[config.mk]
export PLATFORM = sky130hd
export DESIGN_NAME = ex_stage
export DESIGN_NICKNAME = d
export VERILOG_FILES = /design/src/rtl/ex_stage_pkg.sv /design/src/rtl/ex_alu.sv /design/src/rtl/ex_stage.sv
export SDC_FILE = /design/constraint.sdc
export NUM_CORES = 1
export LEC_CHECK = 0
export ABC_AREA = 1
export ABC_CLOCK_PERIOD_IN_PS = 2200
export CAP_MARGIN = 10
export CELL_PAD_IN_SITES_DETAIL_PLACEMENT = 1
export CELL_PAD_IN_SITES_GLOBAL_PLACEMENT = 1
export CORE_AREA = 2 2 165 167
export DETAILED_ROUTE_END_ITERATION = 6
export DIE_AREA = 0 0 167 169
export PLACE_DENSITY_LB_ADDON = 0.1
export SETUP_SLACK_MARGIN = 0.02
export SYNTH_ARGS = -nofsm -noshare
export SYNTH_HDL_FRONTEND = slang
export SYNTH_HIERARCHICAL = 1
export SYNTH_SLANG_ARGS = --single-unit
[constraint.sdc]
create_clock -name clk -period 2.2 [get_ports clk]
set_input_delay 0.33 -clock clk [delete_from_list [all_inputs] [get_ports clk]]
set_output_delay 0.33 -clock clk [all_outputs]
set_load 0.01 [all_outputs]
[src/rtl/ex_stage_pkg.sv]
// ex_stage_pkg: op/sel codes and shared constants used by both decode and
// execute. Any change here changes the decode/execute contract.
package ex_stage_pkg;

  // alu_op codes (MIPS funct-style)
  localparam logic [7:0] OP_NOP = 8'h00;
  localparam logic [7:0] OP_OR  = 8'h25;
  localparam logic [7:0] OP_AND = 8'h24;
  localparam logic [7:0] OP_XOR = 8'h26;
  localparam logic [7:0] OP_NOR = 8'h27;
  localparam logic [7:0] OP_SLL = 8'h7C;
  localparam logic [7:0] OP_SRL = 8'h02;
  localparam logic [7:0] OP_SRA = 8'h03;

  // alu_sel result classes
  localparam logic [2:0] SEL_NOP   = 3'b000;
  localparam logic [2:0] SEL_LOGIC = 3'b001;
  localparam logic [2:0] SEL_SHIFT = 3'b010;

  localparam logic [4:0]  NOP_REG_ADDR  = 5'd0;
  localparam logic [31:0] ZERO_WORD     = 32'h0000_0000;
  localparam logic        WRITE_ENABLE  = 1'b1;
  localparam logic        WRITE_DISABLE = 1'b0;

endpackage

[src/rtl/ex_alu.sv]
// ex_alu: combinational logic/shift unit.
//   op     - decoded alu_op; the op alone picks the function
//   src1   - operand 1; low log2(DATA_W) bits are the shift amount
//   src2   - operand 2; the value shifted for shift ops
//   result - function result, 0 for nop and unknown ops
module ex_alu
  import ex_stage_pkg::*;
#(
  parameter int DATA_W = 32,
  parameter int OP_W   = 8
) (
  input  logic [OP_W-1:0]   op,
  input  logic [DATA_W-1:0] src1,
  input  logic [DATA_W-1:0] src2,
  output logic [DATA_W-1:0] result
);

  localparam int SH_W = $clog2(DATA_W);

  logic [SH_W-1:0] shamt;
  logic            unused_src1_hi;

  assign shamt          = src1[SH_W-1:0];
  assign unused_src1_hi = ^src1[DATA_W-1:SH_W];

  always_comb begin
    result = '0;
    case (op)
      OP_OR:   result = src1 | src2;
      OP_AND:  result = src1 & src2;
      OP_XOR:  result = src1 ^ src2;
      OP_NOR:  result = ~(src1 | src2);
      OP_SLL:  result = src2 << shamt;
      OP_SRL:  result = src2 >> shamt;
      OP_SRA:  result = DATA_W'($signed(src2) >>> shamt);
      default: result = '0;
    endcase
  end

endmodule

[src/rtl/ex_stage.sv]
// ex_stage: execute stage of the 5-stage MIPS pipeline.
//   clk, rst        - clock, synchronous active-high reset
//   stall, flush    - hazard control from decode (flush beats stall)
//   alu_op..id_des_exist - decoded op and operands from decode
//   ex_des_*        - EX-stage result, combinational from ID/EX (forward bus 1)
//   mem_des_*       - registered EX/MEM result (forward bus 2, to MEM/WB)
module ex_stage
  import ex_stage_pkg::*;
#(
  parameter int DATA_W = 32,
  parameter int ADDR_W = 5,
  parameter int OP_W   = 8,
  parameter int SEL_W  = 3
) (
  input  logic              clk,
  input  logic              rst,
  input  logic              stall,
  input  logic              flush,
  input  logic [OP_W-1:0]   alu_op,
  input  logic [SEL_W-1:0]  alu_sel,
  input  logic [DATA_W-1:0] id_src1,
  input  logic [DATA_W-1:0] id_src2,
  input  logic [ADDR_W-1:0] id_des_addr,
  input  logic              id_des_exist,
  output logic              ex_des_exist,
  output logic [ADDR_W-1:0] ex_des_addr,
  output logic [DATA_W-1:0] ex_des_data,
  output logic              mem_des_exist,
  output logic [ADDR_W-1:0] mem_des_addr,
  output logic [DATA_W-1:0] mem_des_data
);

  typedef struct packed {
    logic [OP_W-1:0]   op;
    logic [SEL_W-1:0]  sel;
    logic [DATA_W-1:0] src1;
    logic [DATA_W-1:0] src2;
    logic [ADDR_W-1:0] addr;
    logic              exist;
  } idex_t;

  typedef struct packed {
    logic              exist;
    logic [ADDR_W-1:0] addr;
    logic [DATA_W-1:0] data;
  } exmem_t;

  idex_t             idex_d, idex_q;
  exmem_t            exmem_d, exmem_q;
  logic [DATA_W-1:0] alu_res;
  logic              sel_nop;

  ex_alu #(.DATA_W(DATA_W), .OP_W(OP_W)) u_alu (
    .op     (idex_q.op),
    .src1   (idex_q.src1),
    .src2   (idex_q.src2),
    .result (alu_res)
  );

  // sel only matters for nop: it kills both result and write. Otherwise the
  // op code governs, so sllv/srlv/srav with sel=logic still shift.
  assign sel_nop      = (idex_q.sel == SEL_NOP);
  assign ex_des_addr  = idex_q.addr;
  assign ex_des_data  = sel_nop ? '0 : alu_res;
  // $0 is hardwired zero: never forward or write it.
  assign ex_des_exist = idex_q.exist && !sel_nop && (idex_q.addr != NOP_REG_ADDR);

  always_comb begin
    idex_d  = idex_q;
    exmem_d = '{exist: ex_des_exist, addr: ex_des_addr, data: ex_des_data};
    if (rst || flush) begin
      idex_d  = '0;
      exmem_d = '0;
    end else if (stall) begin
      // ID/EX holds the stalled op; EX/MEM takes a bubble so it is not
      // written twice.
      exmem_d = '0;
    end else begin
      idex_d = '{op: alu_op, sel: alu_sel, src1: id_src1, src2: id_src2,
                 addr: id_des_addr, exist: id_des_exist};
    end
  end

  always_ff @(posedge clk) begin
    idex_q  <= idex_d;
    exmem_q <= exmem_d;
  end

  assign mem_des_exist = exmem_q.exist;
  assign mem_des_addr  = exmem_q.addr;
  assign mem_des_data  = exmem_q.data;

endmodule

After elaboration in Yosys (flattened, before gate mapping)

Index checks and enable logic that the tools add are counted.

Register bits after elaboration: 119
Output and inout bits: 76
Word-level logic and storage cells: 32

Eq/ne operators: 7
Shift operators: 3
Muxes and demuxes: 2
Bitwise logic cells: 4
Reductions and logical operators: 7

Operator list:

| kind                 | number |
|---|---|
| $pmux W32 S7         | 1 |
| $and A32 B32 Y32     | 1 |
| $eq A8 B6 Y1 const B | 4 |
| $mux W32             | 1 |
| $not A32 Y32         | 1 |
| $or A32 B32 Y32      | 1 |
| $shl A32 B5 Y32      | 1 |
| $shr A32 B5 Y32      | 1 |
| $sshr A32 B5 Y32     | 1 |
| $xor A32 B32 Y32     | 1 |
| $eq A8 B2 Y1 const B | 2 |
| $eq A8 B7 Y1 const B | 1 |
| $reduce_bool A5 Y1   | 1 |
| $logic_not A3 Y1     | 1 |
| $logic_and A1 B1 Y1  | 2 |
| $reduce_or A2 Y1     | 1 |
| $logic_not A1 Y1     | 1 |
| $logic_or A1 B1 Y1   | 1 |

Longest topological paths before layout

Depth after elaboration: 4
Gate-level depth with buffers: 17
Mapped depth without buffers: 15

Cells and area by module

The synthesis kept the hierarchy.

By module, submodules not included:

| module   | times used | cells an instance | area an instance (µm²) |
|---|---|---|---|
| ex_alu   | 1          | 1139              | 5718.0 |
| ex_stage | 1          | 516               | 4221.5 |

Worst setup path before layout

OpenSTA, ideal clock, no wires.

Kind: flip-flop to output port
Start point: register idex_q[38] (netlist bit)
End point: output ex_des_data[14]
Data arrival time: 1.753 ns
Data required time: 1.870 ns
Slack: 0.117 ns
Stages on the path, launching flop included: 16
Cells stage by stage: dfxtp_1 buf_4 inv_2 buf_4 ha_1 or2_2 nand2_1 o21ai_1 nand2_1 nand2_1 nor2_1 nand2_1 nand2_1 nand2_1 inv_1 nor2_1

Longest elaborated chain between the ends: 3
Elaborated cells between the ends (all ways): 5
Those cells by class: shift: 3; mux: 2

RTL lines:

| item                                     | line           | RTL |
|---|---|---|
| start, declared                          | ex_stage.sv:48 | `idex_t idex_d, idex_q;` |
| start signal, assigned                   | ex_stage.sv:85 | `idex_q <= idex_d;` |
| $sshr A32 B5 Y32 (tied with other cells) | ex_alu.sv:35   | `OP_SRA: result = DATA_W'($signed(src2) >>> shamt);` |
| $pmux W32 S7 *                           | ex_alu.sv:28   | `case (op)` |
| via alu_res[14]                          | ex_stage.sv:50 | `logic [DATA_W-1:0] alu_res;` |
| $mux W32 *                               | ex_stage.sv:64 | `assign ex_des_data = sel_nop ? '0 : alu_res;` |
| end, declared                            | ex_stage.sv:27 | `output logic [DATA_W-1:0] ex_des_data,` |

Mark *: on every way through the listed nets, which the timed path passes. The rest lies on a longest branch.

Final worst setup path

Start point: register idex_q[80] (netlist bit)
End point: output ex_des_data[15]

Longest elaborated chain between the ends: 3
Elaborated cells between the ends (all ways): 9
Those cells by class: eq/ne: 7; mux: 2

RTL lines:

| item                                 | line |
|---|---|
| $eq A8 B2 Y1 (tied with other cells) | ex_alu.sv:28 |
| $pmux W32 S7 *                       | ex_alu.sv:28 |
| via alu_res[15]                      | ex_stage.sv:50 |
| $mux W32 *                           | ex_stage.sv:64 |

Marked as above.

==> results.sh <==
export IMPL_cap_violations=0
export IMPL_p_int_mw=4.68
export IMPL_drv_slew=0
export IMPL_clock_skew_ps=15.3
export IMPL_cp_data_required_time_ps=1870
export IMPL_routedWlPerCell_um=26.7
export IMPL_fmax_mhz=330
export IMPL_p_per_area_nw_per_um2=446
export IMPL_hold_viol=0
export IMPL_initial_utilization_pct=37.5
export IMPL_critical_path_class="flop to output pin"
export IMPL_cts_sinks=119
export IMPL_clk_pin_slew_worst_paths_ps=80
export IMPL_cp_arrival_ps=2700
export IMPL_yosysWarnings=6
export IMPL_synth_fp_nets=1806
export IMPL_synth_ff_latch_count=119
export IMPL_io_buffer_count=160
export IMPL_final_cells=2406
export IMPL_tns_ps=-25290
export IMPL_dp_hpwl_um=39700
export IMPL_setup_ws_ps=-835
export IMPL_p_sw_share_pct=35.4
export IMPL_rsz0062_at_grt="yes"
export IMPL_place_gp_congestion=1.01
export IMPL_seqPwrFrac_pct=32.0
export IMPL_ys_flop_type="dfxtp_1"
export IMPL_grt_antenna_before_repair=1
export IMPL_synth_edf_count=0
export IMPL_grt_pass1_wl_um=88300
export IMPL_syn2layout_area_growth_pct=63.5
export IMPL_p_leak_nw=7.57
export IMPL_grt_overflow_total=0
export IMPL_final_setup_viol_count=51
export IMPL_fp_dieW_um=167
export IMPL_power_switching_mw=2.57
export IMPL_power_frac_comb_pct=25.0
export IMPL_period_share_pct=138
export IMPL_diodes=0
export IMPL_die_area_um2=28200
export IMPL_grt_usage_pct=41.0
export IMPL_fin_nets=2203
export IMPL_cts_max_path_buffers=2
export IMPL_cts_buffers=17
export IMPL_tightest_slew_ps=679
export IMPL_routed_via_density=5.99
export IMPL_grt_max_degree=65
export IMPL_routed_wl_um=64300
export IMPL_hold_depth=3
export IMPL_clock_latency_ps=440
export IMPL_fin_area_um2=16200
export IMPL_antenna_left=0
export IMPL_place_ws_ps=-792
export IMPL_syn_inst=1655
export IMPL_hold_class="input port to flop"
export IMPL_end_kind="output pin"
export IMPL_yosysSeqAreaShare_pct=24.0
export IMPL_final_util_pct=61.3
export IMPL_die_h_um=169
export IMPL_num_vias=14421
export IMPL_drive_above_1_share_pct=35.8
export IMPL_worstPathMaxFanout=9
export IMPL_drc=0
export IMPL_placed_area_um2=13700
export IMPL_final_cell_mix="285 x nand2_1, 260 x nand3_1, 257 x buf_4"
export IMPL_power_mw=7.25
export IMPL_ioPinCount=161
export IMPL_cts_tree="built"
export IMPL_hold_ws_ps=417
export IMPL_start_kind="flop"
export IMPL_period_minus_slack_ps=3030
export IMPL_syn_avg_cell_area_um2=6.01
export IMPL_grt_pass1_vias=14736
export IMPL_dp_cells=2318
export IMPL_async_reset_ff_share_pct=0
export IMPL_drt_first_pass_iters=6
export IMPL_layout_commonest_cell="nand2_1"
export IMPL_synth_distinct_cells=41
export IMPL_rr_worst_depth=20
export IMPL_violations="setup timing"
export IMPL_rows=60
export IMPL_synth_area_um2=9940
export IMPL_relSlewSlack_pct=54.2
export IMPL_first_iter_violations=1527
export IMPL_clock_root_buffer="clkbuf_16"
export IMPL_core_area_um2=26500
export IMPL_vdd_drop_max_v=0.000560
export IMPL_htreeDepth=4
export IMPL_pwr_share_clk_pct=42.9
export IMPL_ctsHoldBuffers=0
export IMPL_status="finished, violations left"
## worst max-delay path, cell delays in order (launching register included)
cell	delay [ps]
dfxtp_2	340
buf_6	120
nor2_4	160
buf_4	140
nand3_1	80
nor3_2	150
nand2_2	160
nor2_4	130
buf_12	140
nand3_1	130
nand4_1	300
inv_1	120
nor2_1	130
buf_2	150
## layout make-up
type | instances | area, um2
repair buffers | 487 | 4610
multi-input cells | 1293 | 7660
fillers | 3401 | 10300
clock inverters | 15 | 183
clock buffers | 17 | 425
flip-flops and latches | 119 | 2400
repair inverters | 1 | 7.51
well taps | 341 | 427
inverters | 133 | 534
## worst paths after layout
path	from	slack [ps]	to
hold / removal	stall	420	idex_q[0]$_SDFFE_PP0N_
hold reg to reg	idex_q[0]$_SDFFE_PP0N_	480	idex_q[0]$_SDFFE_PP0N_
setup reg to reg	idex_q[80]$_SDFFE_PP0N_	-710	mem_des_data[26]$_SDFF_PP0_
setup / recovery	idex_q[80]$_SDFFE_PP0N_	-830	ex_des_data[15]
## registers in the layout, indices dropped and copies added (netlist names)
register and flops:
mem_des_addr 5, mem_des_data 32, idex_q 76, ex_des_addr 5, mem_des_exist 1
## synthesized netlist by cell type (3+ instances only)
cell type | n | share of area, %
o211ai_1 | 18 | 1.4
nor2_1 | 250 | 9.4
clkbuf_1 | 27 | 1.0
nor3_2 | 15 | 1.5
buf_1 | 12 | 0.45
nor3_1 | 28 | 1.4
buf_4 | 19 | 1.4
a21oi_1 | 19 | 0.96
o21ai_1 | 10 | 0.50
nand2_1 | 389 | 15
and2_1 | 4 | 0.25
nor2_4 | 3 | 0.34
nand3b_1 | 4 | 0.30
nand4_1 | 13 | 0.82
nand3_1 | 333 | 17
o2111a_1 | 3 | 0.34
dfxtp_1 | 119 | 24
inv_1 | 120 | 4.5
buf_6 | 7 | 0.79
nor2_2 | 4 | 0.25
a211oi_1 | 4 | 0.30
o21ai_0 | 111 | 5.6
ha_1 | 66 | 8.3
buf_2 | 45 | 2.3
inv_2 | 10 | 0.38
## logic make-up after synthesis
kind of cell	Yosys count	share of synthesized area, %
flops	119	24.0
buf+inv	243	11.0
compound gates	170	9.45
simple gates	1056	47.2
fa+ha+maj	66	8.31
mux	1	0.101
## per-layer routing
metal  share of wire (%)  GRT usage (%)  vias up
met2                  46           69.6      866
met3                 8.3           8.35      325
met5                   0              0        -
li1                    -              -     6224
met4                 8.2           22.2        0
met1                  38           48.6     7006
## power groups by stage
stage	Clock, mW	Combinational (mW)	Sequential, mW
after CTS	3.09	1.61	2.30
after floorplan	0	0.738	2.32
final	3.11	1.82	2.32
after global routing	3.19	1.91	2.32
after detailed placement	0	1.46	2.34
after global placement	0	1.41	2.34
## what timing repair did
action / CTS / global route
endpoints found under the setup margin: 60 / 59
cloned: 8 / 1
pin swaps: 80 / 49
setup buffers: 51 / 7
resized for setup: 407 / 158
hold endpoints to repair: 0 / 0
Note: power is estimated with default switching activity, not from simulation.
